[config.mk]
export PLATFORM = sky130hd
export DESIGN_NAME = sha256_block_sequencer
export DESIGN_NICKNAME = d
export VERILOG_FILES = /design/src/rtl/sha256_block_sequencer.sv
export SDC_FILE = /design/constraint.sdc
export NUM_CORES = 2
export LEC_CHECK = 0
export CELL_PAD_IN_SITES_DETAIL_PLACEMENT = 1
export CELL_PAD_IN_SITES_GLOBAL_PLACEMENT = 2
export CORE_AREA = 5 5 715 717
export DETAILED_ROUTE_END_ITERATION = 16
export DIE_AREA = 0 0 720 722
export HOLD_SLACK_MARGIN = 0.1
export PLACE_DENSITY_LB_ADDON = 0.05
export SETUP_SLACK_MARGIN = 0.05
export SLEW_MARGIN = 10
export SYNTH_ARGS = -nofsm -noshare
export SYNTH_HDL_FRONTEND = slang
export SYNTH_SLANG_ARGS = --single-unit
[constraint.sdc]
create_clock -name clk -period 1.9 [get_ports clk]
set_clock_uncertainty 0.1 [all_clocks]
set_input_delay 0.38 -clock clk [delete_from_list [all_inputs] [get_ports clk]]
set_output_delay 0.38 -clock clk [all_outputs]
set_load 0.01 [all_outputs]
[src/rtl/sha256_block_sequencer.sv]
// sha256_block_sequencer: feeds padded 512-bit blocks to an iterative sha256
// compression core one at a time and chains each block's digest into the next
// block. When the last block finishes, the final digest is held until the
// consumer takes it. A watchdog aborts the message if the core stalls.
module sha256_block_sequencer #(
    parameter logic [255:0] IV      = 256'h6a09e667bb67ae853c6ef372a54ff53a510e527f9b05688c1f83d9ab5be0cd19,
    parameter int           CNT_W   = 16,
    parameter int           TIMEOUT = 80
) (
    input  logic             clk,
    input  logic             rst_n,
    input  logic             blk_valid,
    output logic             blk_ready,
    input  logic [511:0]     blk_data,
    input  logic             blk_last,
    output logic [255:0]     core_h,
    output logic [511:0]     core_m,
    output logic             core_start,
    input  logic             core_done,
    input  logic [255:0]     core_digest,
    output logic             digest_valid,
    input  logic             digest_ready,
    output logic [255:0]     digest,
    output logic [CNT_W-1:0] blk_count,
    output logic             timeout_err
);

    localparam int WD_W = $clog2(TIMEOUT + 1);

    typedef enum logic [1:0] {
        IDLE = 2'd0,
        RUN  = 2'd1,
        DONE = 2'd2
    } state_t;

    state_t          state, state_nxt;
    logic            accept, done_hit, wd_expired, dig_take;
    logic [WD_W-1:0] wdog;
    logic [255:0]    chain;
    logic            first;
    logic            last_q;

    // Ready only while idle and out of reset, so nothing is accepted during reset.
    assign blk_ready = rst_n && (state == IDLE);

    // State register.
    always_ff @(posedge clk) begin
        if (!rst_n) state <= IDLE;
        else        state <= state_nxt;
    end

    // Next-state and event decode. A core_done coinciding with the launch
    // pulse is stale (left over from an aborted block) and is ignored; a
    // genuine completion in the watchdog's final cycle wins over the abort.
    always_comb begin
        state_nxt  = state;
        accept     = 1'b0;
        done_hit   = 1'b0;
        wd_expired = 1'b0;
        dig_take   = 1'b0;
        case (state)
            IDLE: begin
                if (blk_valid) begin
                    accept    = 1'b1;
                    state_nxt = RUN;
                end
            end
            RUN: begin
                if (core_done && !core_start) begin
                    done_hit  = 1'b1;
                    state_nxt = last_q ? DONE : IDLE;
                end else if (wdog == WD_W'(TIMEOUT)) begin
                    wd_expired = 1'b1;
                    state_nxt  = IDLE;
                end
            end
            DONE: begin
                if (digest_ready) begin
                    dig_take  = 1'b1;
                    state_nxt = IDLE;
                end
            end
            default: state_nxt = IDLE;
        endcase
    end

    // Datapath: launch registers, chaining value, watchdog, counters, digest.
    always_ff @(posedge clk) begin
        if (!rst_n) begin
            core_h       <= IV;
            core_m       <= '0;
            core_start   <= 1'b0;
            chain        <= IV;
            first        <= 1'b1;
            last_q       <= 1'b0;
            wdog         <= '0;
            blk_count    <= '0;
            digest       <= '0;
            digest_valid <= 1'b0;
            timeout_err  <= 1'b0;
        end else begin
            core_start  <= accept;
            timeout_err <= wd_expired;

            if (accept) begin
                core_m <= blk_data;
                core_h <= first ? IV : chain;
                last_q <= blk_last;
                wdog   <= '0;
            end else if (state == RUN) begin
                if (done_hit || wd_expired) wdog <= '0;
                else                        wdog <= wdog + WD_W'(1);
            end

            if (done_hit) begin
                chain <= core_digest;
                if (blk_count != '1) blk_count <= blk_count + CNT_W'(1);
                if (last_q) begin
                    digest       <= core_digest;
                    digest_valid <= 1'b1;
                end else begin
                    first <= 1'b0;
                end
            end

            if (wd_expired) begin
                first     <= 1'b1;
                blk_count <= '0;
            end

            if (dig_take) begin
                digest_valid <= 1'b0;
                first        <= 1'b1;
                blk_count    <= '0;
            end
        end
    end

endmodule
# Word level (Yosys, flattened, before mapping)
# Index checks and enable logic that the tools add are counted.
# W data, S select, Z words.
# op_classes
add_sub_neg	2
n_eq_ne	7
n_mux	17
bitwise_logic	2
reduce_logical	12
# ops
cell	count
$mux W256	1
$add A16 B1 Y16 const B	1
$ne A16 B16 Y1 const B	1
$mux W2	5
$mux W1	9
$add A7 B1 Y7 const B	1
$eq A7 B7 Y1 const B	1
$mux W7	1
$pmux W2 S3	1
$reduce_and A2 Y1	3
$ne A2 B2 Y1 const B	2
$reduce_or A2 Y1	2
$ne A3 B3 Y1 const B	1
$reduce_and A3 Y1	1
$reduce_or A3 Y1	1
$eq A2 B1 Y1 const B	1
$eq A2 B2 Y1 const B	1
$logic_and A1 B1 Y1	2
$logic_not A2 Y1	1
$not A1 Y1	2
$logic_not A1 Y1	1
$logic_or A1 B1 Y1	1
# word_totals
ff_bits	1310
out_inout_bits	1044
wordCells	52

# Depth between registers and ports, before layout
# logic_depth
ltp_word	6
mapped_depth	8
ltp_nobuf	6

# Worst setup path before layout
# OpenSTA, ideal clock, no wires.
# synth_path
path_type	reg-to-reg
start	reg blk_count[0]
end	reg blk_count[1]
setup_ps	120
arrival_ps	1622
required_time_ps	1680
slack_ps	59
path_stages_with_launch	7
cell_sequence	dfxtp_1 ha_1 nand4_1 nor4_4 buf_2 nand3b_1 a21oi_1
# synth_via
elab_chain_cells	2
elab_cells_between_ends	3
# synth_lines
element	line_no	source
start: declaration	24	output logic [CNT_W-1:0] blk_count,
start signal: assignment	117	if (blk_count != '1) blk_count <= blk_count + CNT_W'(1);
branches (longest 2 deep; another with $add A16 B1 Y16)	n/a	
# Several ways; the timed one is not identified.
# A chain may end at the register's enable or synchronous reset.

# Worst setup path in the final report
# layout_path
start	reg state[0]
end	out blk_ready
# layout_via
elab_chain_cells	2
# layout_lines
element	line_no	source
start: declaration	36	state_t state, state_nxt;
start signal: assignment	49	else state <= state_nxt;
$logic_not A2 Y1	44	assign blk_ready = rst_n && (state == IDLE);
$logic_and A1 B1 Y1	44	
end: declaration	13	output logic blk_ready,
# No other way between the ends.

==> results.md <==
* Status: complete, but fails checks
* Violated checks: setup timing
* Die width at 720 um
* GRT Util Overall at 14.6%
* Placed cells at 13600
* Layout area overhead at 110%
* Routed Antenna Nets at 0
* Critical Path RT at 1.42 ns
* Worst-Skew Late Latency at 0.89 ns
* Setup violators final at 1525
* Die area at 520000 um^2
* Most instantiated library cell after synthesis: nand2_1
* Slew margin rel. at 35.6%
* Dpl ws at -0.854 ns
* Num ports at 1818
* Cell Pwr Density at 848 nW/um^2
* F_max at 452 MHz
* Crit Path Max Fanout at 2
* Htree depth at 4
* Syn Nets at 5982
* Critical path class: reg2out
* P_leak at 35.6 nW
* Most frequent cells after synthesis: nand2_1 (2066), dfxtp_1 (1310), a21oi_1 (904)
* Post-Synthesis Cell Area at 44100 um^2
* Initial core utilization at 8.74%
* First-pass detailed-route iteration total at 5
* Gpl congestion at 0.810
* Worst Path Arrival at 1.73 ns
* CTS tree: built
* Largest cells by area after synthesis: dfxtp_1 (60%), nand2_1 (18%), a21oi_1 (10%), o22a_1 (2.6%), a22o_1 (2.4%)
* GRT overflow at 0
* Share of post-route cells with drive strength above 1 at 31.0%
* Vias in the first global route at 52200
* Startpoint Class: flop
* Post-route setup slack at -0.311 ns
* Hpwl dp at 322 mm
* CP endpoint kind: output pin
* Post-route setup TNS at -240.26 ns
* Period Utilization, post-route at 116%
* Syn_area_per_cell at 8.47 um^2
* WHS at 0.159 ns
* Hold Crit Class: in2reg
* EDFF count, synth at 0
* DRC Markers at 0
* VDD IR-drop max at 0.804 mV
* Largest net degree at the start of global routing at 131
* Max Buffers Root-to-Sink at 4
* Port Buffers at 1817
* Synth warn at 0
* RSZ-0062 raised after global routing: yes
* Vias at 49400
* Layout fillers at 57900
* Ys async rst share at 0%
* Max_cap viols at 0
* Std-Cell Rows at 261
* Routed len/inst at 27.7 um
* Seq/Total Area, Yosys at 59.5%
* Primary FF master, synth: dfxtp_1
* Syn Inst Count at 5205
* Num CTS Buffers at 204
* Synth cell types at 47
* DR iter-0 viols at 1677
* Post-synth top area share at 59.5%
* Total Wirelength at 415 mm
* Post-synthesis register bit count at 1310
* First-pass GRT wire length at 516 mm
* Root buffer cell: clkbuf_16
* Clock Pin Slew Worst Setup and Hold Paths at 0.05 ns
* Slew @ Worst Pin at 0.967 ns
* Final-report max-slew violation count at 0
* Clock sinks at 1310
* Via density at 3.29
* Synth area leader: dfxtp_1
* Die height at 722 um
* Final core occ at 18.3%
* Initial antenna violation count at 200
* Min Tclk post-route at 2.21 ns
* Final-report hold violation count at 0
* Core area at 504000 um^2
* Fin nets at 8863
* Final Non-Filler Cells at 15000
==> path summary, 6_finish.rpt <==
path / from / end / slack (ns) / depth (start not counted)
setup / recovery: state[0]$_SDFFE_PN0P_ / blk_ready / -0.31 / 4
hold / removal: core_digest[169] / digest[169]$_SDFFE_PN0P_ / 0.16 / 3
setup reg to reg: state[1]$_SDFFE_PN0P_ / digest[83]$_SDFFE_PN0P_ / -0.31 / 10
hold reg to reg: chain[249]$_SDFFE_PN1P_ / core_h[249]$_SDFFE_PN1P_ / 0.32 / 1
==> timing repair <==
action,4_1_cts,5_1_grt
cloned,0,69
resized for setup,5492,412
setup buffers,90,65
pin swaps,1,60
hold buffers,728,0
hold endpoints to repair,949,0
setup endpoints to repair,2297,2350
==> cells by family (layout without fill, tap and decap cells) <==
logic type | Yosys count | in the layout | share of synthesized area [%]
AND/OR/NAND/NOR | 2291 | 2292 | 20.4
adder cells (fa/ha/maj) | 3 | 3 | 0.0852
other | 0 | 45 | 0
multiplexers | 1 | 1 | 0.0227
flip-flops | 1310 | 1310 | 59.5
AO/OA/AOI/OAI | 1188 | 1188 | 15.8
buffers and inverters | 412 | 3447 | 4.20
==> flip-flops by register name (all words and copies together) (netlist names) <==
register,cells
core_m,512
chain,256
first,1
state,2
blk_count,16
digest,256
timeout_err,1
wdog,7
digest_valid,1
core_h,256
core_start,1
last_q,1
==> critical path: stages (launching register included) <==
cell	delay [ns]
dfxtp_4	0.35
buf_6	0.12
nor3_4	0.15
buf_6	0.12
buf_12	0.10
==> area by class of cell <==
class	instances	area (um^2)	share of cell area [%]
Timing Repair Buffer	3081	33200	35.9
Sequential cell	1310	27200	29.5
Multi-Input combinational cell	3484	16800	18.2
Tap cell	6706	8390	9.09
Clock buffer	314	6060	6.57
Clock inverter	47	467	0.505
Antenna cell	45	113	0.122
Inverter	5	26.3	0.0285
==> power breakdown <==
part           total (mW)  internal [mW]  switching, mW
clock network        38.3           22.5           15.8
logic                10.8           5.28           5.53
registers            29.2           28.5          0.699
==> stage by stage <==
stage	area, um^2	total power, mW
after detailed placement	72400	38.8
after global routing	92300	82.3
after CTS	88600	80.7
after floorplan	44100	32.1
after global placement	72400	38.8
final	92300	78.3
==> per-layer routing <==
metal | up-vias | routed length (um) | track usage [%]
li1 | 23200 | - | -
met1 | 24100 | 157000 | 15.6
met2 | 1444 | 220000 | 27.9
met3 | 553 | 28800 | 4.79
met4 | 94 | 9400 | 2.96
met5 | - | 570 | 0
==> layout by cell type, fill, tap and decap left out, types with 43 or more instances in the layout <==
cell type / count
diode_2: 45
o22a_1: 131
a22o_1: 120
a21oi_2: 50
a21oi_1: 854
nand3_1: 143
clkdlybuf4s50_1: 772
clkbuf_16: 267
dfxtp_1: 585
dfxtp_4: 43
dlygate4sd2_1: 216
nand2_1: 1976
nand2_4: 52
dfxtp_2: 682
clkbuf_8: 49
clkbuf_1: 59
dlygate4sd3_1: 725
buf_6: 735
buf_12: 124
buf_4: 397
Power figures use the tool's default switching activity.
